**src/rtl/bcd_conv_param.sv**
```systemverilog
// Sequential binary-to-BCD converter (shift-and-add-3) with configurable width and digit count,
// optional two's-complement input, optional leading-zero skip, valid/ready on both sides.

module bcd_conv_param_add3 (
  input  logic [3:0] din,
  output logic [3:0] dout
);
  assign dout = (din >= 4'd5) ? din + 4'd3 : din;
endmodule

module bcd_conv_param #(
  parameter  int BIN_W     = 32,
  parameter  int DIGITS    = 10,
  parameter  int SIGNED_EN = 0,
  parameter  int SKIP_LZ   = 0,
  localparam int BCD_W     = 4 * DIGITS,
  localparam int ND_W      = $clog2(DIGITS + 1),
  localparam int CNT_W     = $clog2(BIN_W + 1)
) (
  input  logic              clk_i,
  input  logic              rst_i,
  input  logic [BIN_W-1:0]  bin_data_i,
  input  logic              bin_signed_i,
  input  logic              bin_data_valid_i,
  output logic              bin_redy_o,
  output logic [BCD_W-1:0]  bcd_data_o,
  output logic              bcd_sign_o,
  output logic [ND_W-1:0]   bcd_ndigits_o,
  output logic              bcd_ovf_o,
  output logic              bcd_data_valid_o,
  input  logic              bcd_redy_i,
  output logic              busy_o
);

  typedef enum logic [1:0] {IDLE, CONVERT, COMPLETE} state_t;

  state_t                 state_q, state_d;
  logic [DIGITS-1:0][3:0] acc_q, acc_add;
  logic [BCD_W:0]         acc_shl;
  logic [BIN_W-1:0]       mag_q, mag_in, mag_ld;
  logic [CNT_W-1:0]       cnt_q, cnt_ld, lz;
  logic [ND_W-1:0]        nd_q, nd_nxt;
  logic                   sign_q, ovf_q, neg, accept, shift, last;

  // Per-digit add-3 correction ahead of the shift.
  for (genvar g = 0; g < DIGITS; g++) begin : g_dig
    bcd_conv_param_add3 u_add3 (.din(acc_q[g]), .dout(acc_add[g]));
  end

  // Top bit of acc_shl is what falls off the top digit.
  assign acc_shl = {acc_add, mag_q[BIN_W-1]};
  assign last    = (cnt_q == CNT_W'(1));

  assign neg    = (SIGNED_EN != 0) && bin_signed_i && bin_data_i[BIN_W-1];
  assign mag_in = neg ? -bin_data_i : bin_data_i;

  always_comb begin
    lz = CNT_W'(BIN_W);
    for (int i = 0; i < BIN_W; i++)
      if (mag_in[i]) lz = CNT_W'(BIN_W - 1 - i);
  end

  // A zero magnitude still takes one shift so COMPLETE is reached the normal way.
  assign mag_ld = (SKIP_LZ != 0) ? mag_in << lz : mag_in;
  assign cnt_ld = (SKIP_LZ == 0)          ? CNT_W'(BIN_W) :
                  (lz == CNT_W'(BIN_W))   ? CNT_W'(1)     : CNT_W'(BIN_W) - lz;

  always_comb begin
    nd_nxt = ND_W'(1);
    for (int i = 0; i < DIGITS; i++)
      if (acc_shl[4*i +: 4] != 4'd0) nd_nxt = ND_W'(i + 1);
  end

  always_ff @(posedge clk_i) begin
    if (rst_i) state_q <= IDLE;
    else       state_q <= state_d;
  end

  always_comb begin
    state_d          = state_q;
    bin_redy_o       = 1'b0;
    bcd_data_valid_o = 1'b0;
    busy_o           = 1'b1;
    accept           = 1'b0;
    shift            = 1'b0;
    case (state_q)
      IDLE: begin
        busy_o     = 1'b0;
        bin_redy_o = !rst_i;
        if (bin_data_valid_i && !rst_i) begin
          accept  = 1'b1;
          state_d = CONVERT;
        end
      end
      CONVERT: begin
        shift = 1'b1;
        if (last) state_d = COMPLETE;
      end
      COMPLETE: begin
        bcd_data_valid_o = 1'b1;
        if (bcd_redy_i) state_d = IDLE;
      end
      default: state_d = IDLE;
    endcase
  end

  always_ff @(posedge clk_i) begin
    if (rst_i) begin
      acc_q  <= '0;
      mag_q  <= '0;
      cnt_q  <= '0;
      sign_q <= 1'b0;
      ovf_q  <= 1'b0;
      nd_q   <= '0;
    end else if (accept) begin
      acc_q  <= '0;
      mag_q  <= mag_ld;
      cnt_q  <= cnt_ld;
      sign_q <= neg;
      ovf_q  <= 1'b0;
    end else if (shift) begin
      acc_q <= acc_shl[BCD_W-1:0];
      mag_q <= mag_q << 1;
      cnt_q <= cnt_q - CNT_W'(1);
      ovf_q <= ovf_q | acc_shl[BCD_W];
      if (last) nd_q <= nd_nxt;
    end
  end

  assign bcd_data_o    = acc_q;
  assign bcd_sign_o    = sign_q;
  assign bcd_ovf_o     = ovf_q;
  assign bcd_ndigits_o = nd_q;

endmodule

```
**config.mk**
```make
export PLATFORM = sky130hd
export DESIGN_NAME = bcd_conv_param
export DESIGN_NICKNAME = d
export VERILOG_FILES = /design/src/rtl/bcd_conv_param.sv
export SDC_FILE = /design/constraint.sdc
export NUM_CORES = 1
export LEC_CHECK = 0
export BUFFER_PORTS_ARGS = -buffer_cell sky130_fd_sc_hd__buf_2
export CORE_MARGIN = 10
export CORE_UTILIZATION = 56
export DETAILED_ROUTE_END_ITERATION = 10
export MAX_ROUTING_LAYER = met4
export PLACE_DENSITY = 0.79
export SETUP_SLACK_MARGIN = 0.2
export SYNTH_ARGS = -nofsm -noshare
export SYNTH_HDL_FRONTEND = slang
export SYNTH_HIERARCHICAL = 1
export SYNTH_SLANG_ARGS = --single-unit
```
**constraint.sdc**
```tcl
create_clock -name clk_i -period 2.9 [get_ports clk_i]
set_input_delay 0.145 -clock clk_i [delete_from_list [all_inputs] [get_ports clk_i]]
set_output_delay 0.145 -clock clk_i [all_outputs]
set_load 0.005 [all_outputs]
```
==> impl_metrics.csv, run 1 <==
group,metric,value,unit
worst_setup_path,crit_fanout,6,
yosys,ys_top_cells_by_count,"nand2_1 (185), dfxtp_1 (85), a21oi_1 (48)",
timing,worstMarginPinSlew,0.910,ns
global_route,grt_pass1_wl,17.1,mm
clocking,cts_resized,0,
yosys,syn_inst,593,
timing,skew,0.00756,ns
outcome,status,"finished, final reports clean",
floorplan,start_util,0.577,
worst_setup_path,end_kind,"flip-flop",
floorplan,die_y,109,µm
yosys,ys_ff_latch,85,
timing,rsz0062_at_grt,"no",
layout,syn_to_final_growth,14.1,%
global_route,grt_max_degree,64,
global_route,grt_pass1_vias,3861,
yosys,ys.flop_type,"dfxtp_1",
floorplan,io_pins,86,
layout,drive_gt1_frac,0.189,
yosys,avgSynthCellArea,7.52,µm²
place,dp_cells,752,
worst_setup_path,r2r_slack,0.50,ns
worst_setup_path,critical_path_required,3.16,ns
detailed_routing,ant_nets,0,
detailed_routing,firstDrtPassIters,4,
floorplan,die_width,109,µm
power_and_ir_drop,power_leakage,0.00211,µW
clocking,clock-sinks,85,
timing,drv_slew,0,
yosys,async_reset_ff_frac,0,
timing,hold_slack,0.0665,ns
timing,finalHoldViolations,0,
detailed_routing,vias,4201,
clocking,cts_inserted_buffers,9,
yosys,ys_types,39,
yosys,syn-cell-area,4460,µm²
clocking,clock_tree.root_cell,"clkbuf_8",
layout,final_core_util,0.658,
global_route,grt_use_total,0.177,
clocking,cts_tree,"built",
floorplan,rows,32,
global_route,antenna_found_initial,0,
clocking,clk_latency,0.35,ns
timing,period_needed,2.40,ns
detailed_routing,routedWlPerCell,13.7,µm
clocking,post-cts-setup-buffers,0,
yosys,yosysWarnings,6,
worst_setup_path,crit_arrival,2.66,ns
detailed_routing,drc,0,
detailed_routing,via_per_inst,5.47,
floorplan,design.die.area,11900,µm²
layout,n_antenna_cell,0,
worst_setup_path,crit_chain,"inv_1, ha_1, nand2b_1, a21oi_2, xnor2_1, nor4_1, o21ai_0, a21o_1, a311oi_1",
yosys,synth_largest_area_cell,"dfxtp_1",
yosys,synth_most_common_cell,"nand2_1",
floorplan,coreArea,7730,µm²
run,maxCapViolations,0,
timing,final.setup.tns,0,ns
layout,instances_no_fill,768,
timing,finalCritPeriodShare,0.828,
timing,clock.fmax,0.416,GHz
clocking,clock_path_buffers,2,
power_and_ir_drop,power_density,441,nW/µm²
worst_hold_path,hold_class,"input pin to flip-flop",
yosys,synth_edf_count,0,
yosys,synth.net_count,652,
global_route,gr-total-overflow,0,
power_and_ir_drop,ir_worst_vdd,0.261,mV
worst_setup_path,startpoint_type,"flip-flop",
yosys,ys_top_cells_by_area,"dfxtp_1 (38%), nand2_1 (16%), ha_1 (6.2%)",
detailed_routing,drtIter0Drc,171,
worst_setup_path,cpPeakStageDelay,0.56,ns
clocking,cts_hold_buf,0,
yosys,synth_top_area_share,0.382,
clocking,htreeDepth,3,
timing,finalSetupViolations,0,
timing,slew_headroom,0.393,
place,io_buffers,83,
worst_setup_path,critical_path_class,"flip-flop to flip-flop",
detailed_routing,wl,10.5,mm
place,hpwl,7.44,mm
yosys,ys_seq_area_frac,0.382,
layout,layout.nets,720,
clocking,clkSlewWorstSetupHoldPaths,0.09,ns
worst_setup_path,crit_path_top_delay_cell,"nor4_1",
place,place.gp.congestion,0.825,
-- logic make-up (layout without fill, tap and decap cells) --
family	count (synthesis)	in the layout	synth area share
AOI/OAI and AO/OA	120	120	0.178
DFF	85	85	0.382
buffers and inverters	57	130	0.0547
other	1	1	0.000841
muxes	12	12	0.0270
and+or+nand+nor	283	283	0.271
xor gates and xnor gates	13	13	0.0255
adders and majority gates	22	22	0.0618
-- through the flow --
stage          area, µm²  setup slack, ns  power (µW)
2_1_floorplan       4460            0.793        1450
3_3_place_gp        4910            0.666        1510
3_5_place_dp        4910            0.563        1520
4_1_cts             5090            0.538        2260
5_1_grt             5090            0.288        2340
6_report            5090            0.498        2250
-- layout make-up --
class,count,area (µm²)
sequential,85,1700
timing repair buffer,90,468
multi-input combinational,451,2520
clock buffer,10,128
inverter,24,90.1
clock inverter,6,48.8
tap,102,128
fill,705,2640
-- worst max-delay path, delay by kind of cell (launching register included) --
family | cells | cell delay [ns]
simple gates | 2 | 0.68
compound gates | 4 | 0.75
flops | 1 | 0.44
xor+xnor | 1 | 0.15
fa+ha+maj | 1 | 0.22
buf+inv | 1 | 0.07
-- sequential cells by signal (all words and copies together), names as in the netlist --
signal / flops
cnt_q: 6
mag_q: 32
bcd_ndigits_o: 4
state_q: 2
bcd_ovf_o: 1
bcd_data_o: 40
-- cells in the final DEF (no fill, tap or decap), types with 2 or more instances in the layout --
master,netlist,final
dfxtp_1,85,85
inv_1,24,24
ha_1,22,22
nand2b_1,23,21
nand2b_2,0,2
nor2b_1,3,2
nand3_1,5,5
a21oi_1,48,48
o21ai_1,10,10
or4_1,4,4
buf_2,15,83
a311oi_1,31,31
a21oi_2,10,10
nor4_1,8,8
clkinv_4,0,2
buf_4,3,7
clkinvlp_4,0,3
xnor2_1,12,12
clkbuf_8,0,9
mux2i_1,12,12
nand2_1,185,185
o21ai_0,13,13
nor2_1,47,47
-- where the power goes --
group / leakage (µW) / internal (µW) / switching [µW]
sequential: 0.000691 / 1210 / 33.8
clock: 0.0000791 / 317 / 437
combinational: 0.00134 / 86.0 / 157
total: 0.00211 / 1620 / 628
-- path summary, 6_finish.rpt --
path / startpoint / end / depth (start not counted)
setup / recovery: bcd_data_o[4] / bcd_ndigits_o[0] / 9
hold / removal: bin_data_i[21] / mag_q[21] / 3
setup reg to reg: bcd_data_o[4] / bcd_ndigits_o[0] / 9
hold reg to reg: mag_q[31] / bcd_data_o[0] / 2
-- routing by layer --
metal  vias to the layer above  track usage  part of all wire
met5                         -            -                 0
met4                         0       0.0641             0.010
met3                         8       0.0307             0.060
met2                       110        0.285              0.48
met1                      1957        0.218              0.45
li1                       2126            -                 -
Power figures use the tool's default switching activity.
==> inputs of run 2 (changes only) <==
--- a/config.mk
+++ b/config.mk
@@ -7,10 +7,10 @@
 export LEC_CHECK = 0
 export BUFFER_PORTS_ARGS = -buffer_cell sky130_fd_sc_hd__buf_2
 export CORE_MARGIN = 10
-export CORE_UTILIZATION = 56
+export CORE_UTILIZATION = 50
 export DETAILED_ROUTE_END_ITERATION = 10
 export MAX_ROUTING_LAYER = met4
-export PLACE_DENSITY = 0.79
+export PLACE_DENSITY = 0.74
 export SETUP_SLACK_MARGIN = 0.2
 export SYNTH_ARGS = -nofsm -noshare
 export SYNTH_HDL_FRONTEND = slang
==> constraint.sdc (replaced) <==
create_clock -name clk_i -period 2.16 [get_ports clk_i]
set_input_delay 0.108 -clock clk_i [delete_from_list [all_inputs] [get_ports clk_i]]
set_output_delay 0.108 -clock clk_i [all_outputs]
set_load 0.005 [all_outputs]
==> run 2 against run 1 <==
Net effect:
- the run now ends with setup timing left
- combinational power increased by 40%
- flip-flop and latch count unchanged
- wire length is 6.7% higher
- sequential power up 34%
- non-clock buffer count grew 34
- core utilization is 0.38 points lower
- critical path depth unchanged
- worst hold slack got worse by 0.048 ns
- maximum frequency rose by 8.0%
- power increased by 46%
==> impl_metrics.csv, run 2 (synthesis results as in run 1) <==
group,metric,value,unit
timing,rsz0062_at_grt,"yes",
timing,skew,0.0119,ns
global_route,grt_use_total,0.168,
worst_setup_path,critical_path_required,2.43,ns
layout,nFillCells,725,
timing,drv_slew,0,
power_and_ir_drop,power_leakage,0.00239,µW
detailed_routing,top_layer_used,"met4",
floorplan,coreArea,8680,µm²
worst_setup_path,crit_fanout,3,
layout,largest_reg_flops,40,
clocking,clk_latency,0.35,ns
layout,syn_to_final_growth,27.5,%
worst_setup_path,crit_chain,"inv_4, ha_4, nand2b_4, a21oi_4, xnor2_2, or4_4, a211oi_2, o311ai_2, a221oi_2",
worst_setup_path,crit_arrival,2.49,ns
worst_setup_path,startpoint_type,"flip-flop",
global_route,grt_pass1_vias,4054,
worst_setup_path,path_delay_family,"compound AO/OA/AOI/OAI gates",
floorplan,die_y,114,µm
timing,finalCritPeriodShare,1.03,
layout,post-route-cell-area,5680,µm²
detailed_routing,drtIter0Drc,192,
layout,n_antenna_cell,0,
layout,most-common-layout-cells,"nand2_1 (185), buf_2 (83), dfxtp_1 (70), a21oi_1 (48), nor2_1 (46)",
run,maxCapViolations,0,
clocking,clock_path_buffers,2,
timing,slew_headroom,0.603,
detailed_routing,wl,11.2,mm
clocking,cts_inserted_buffers,9,
floorplan,design.die.area,13100,µm²
global_route,gr-total-overflow,0,
worst_hold_path,hold_end,"mag_q[0]",
power_and_ir_drop,power_density,576,nW/µm²
worst_setup_path,r2r_cells,9,
floorplan,start_util,0.514,
worst_hold_path,hold_class,"input pin to flip-flop",
outcome,violations,"setup timing",
timing,worstMarginPinSlew,0.595,ns
detailed_routing,vias,4313,
global_route,antenna_found_initial,0,
layout,drive_gt1_frac,0.296,
detailed_routing,drc,0,
timing,hold_slack,0.0189,ns
worst_setup_path,cpPeakStageDelay,0.55,ns
detailed_routing,drt-met1-wl,5.06,mm
clocking,clock-sinks,85,
place,place.gp.congestion,0.820,
floorplan,die_width,114,µm
place,place_area,5090,µm²
timing,fin_ws,-0.0643,ns
timing,finalSetupViolations,1,
detailed_routing,via_per_inst,5.34,
detailed_routing,routedWlPerCell,13.9,µm
timing,period_needed,2.22,ns
power_and_ir_drop,ir_worst_vdd,0.375,mV
clocking,htreeDepth,3,
global_route,grt_pass1_wl,18.3,mm
global_route,grt_max_degree,64,
worst_setup_path,r2r_end,"bcd_ndigits_o[1]",
floorplan,io_pins,86,
worst_setup_path,crit_path_top_delay_cell,"or4_4",
worst_setup_path,critPathBufInv,1,
worst_hold_path,hold_start,"bin_data_i[0]",
worst_hold_path,worstHoldPathCells,3,
place,hpwl,7.57,mm
place,io_buffers,83,
worst_setup_path,end_kind,"flip-flop",
timing,finalHoldViolations,0,
worst_setup_path,reg2reg_from,"bcd_data_o[17]",
clocking,clkSlewWorstSetupHoldPaths,0.10,ns
detailed_routing,wl_met2,5.50,mm
worst_setup_path,critical_path_class,"flip-flop to flip-flop",
layout,layout.nets,754,
floorplan,rows,34,
detailed_routing,firstDrtPassIters,4,
power_and_ir_drop,power,3270,µW
clocking,cts_tree,"built",
worst_setup_path,r2r_slack,-0.06,ns
layout,mostFrequentLayoutCell,"nand2_1",
detailed_routing,ant_nets,0,
outcome,status,"finished, violations left",
clocking,clock_tree.root_cell,"clkbuf_8",
timing,clock.fmax,0.450,GHz
detailed_routing,met3_length,508,µm
==> run 2: final cells by class <==
class,instances,area (µm²),share of cell area
clock buffer,9,124,0.0218
multi-input combinational,451,2760,0.486
tap,108,135,0.0238
inverter,24,92.6,0.0163
timing repair buffer,124,743,0.131
sequential,85,1730,0.304
clock inverter,7,98.8,0.0174
==> run 2: worst max-delay path by stage <==
stage / start / end / cells past startpoint
after floorplan: bcd_data_o[13] / bcd_ndigits_o[1] / 9
after global placement: bcd_data_o[21] / bcd_ndigits_o[0] / 10
after detailed placement: bcd_data_o[20] / bcd_ndigits_o[1] / 10
after CTS: bcd_data_o[5] / bcd_ndigits_o[0] / 9
after global routing: bcd_data_o[17] / bcd_ndigits_o[1] / 9
final: bcd_data_o[17] / bcd_ndigits_o[1] / 9
==> run 2: layer usage <==
metal / up-vias / global-route usage
met3: 13 / 0.0309
met4: 0 / 0.0510
met5: - / -
li1: 2192 / -
met1: 2021 / 0.199
met2: 87 / 0.282
==> run 2: report_power, final <==
group / switching [µW] / leakage, µW / internal [µW] / total, µW
Sequential: 44.9 / 0.000699 / 1630 / 1670
Combinational: 215 / 0.00158 / 126 / 341
Clock: 601 / 0.000110 / 658 / 1260
==> run 2: worst min-delay path: stages <==
cell	delay [ns]
buf_2	0.09
nand3_1	0.07
a21oi_1	0.05
==> run 2: metrics by stage <==
stage          std cells  setup WS [ns]  utilization  setup TNS [ns]
6_report             808        -0.0643        0.655         -0.0643
5_1_grt              808         -0.120        0.655          -0.236
4_1_cts              800         0.0103        0.638               0
3_5_place_dp         773        -0.0660        0.586          -0.138
3_3_place_gp         773         0.0129        0.586               0
2_1_floorplan        593          0.117            -               0
==> run 2: repair_timing <==
item	4_1_cts	5_1_grt
gates cloned	0	0
buffers inserted	11	8
gates resized for setup	36	17
setup endpoints to repair	4	4
pin swaps	15	13
endpoints found under the hold margin	0	0
hold buffers	0	0
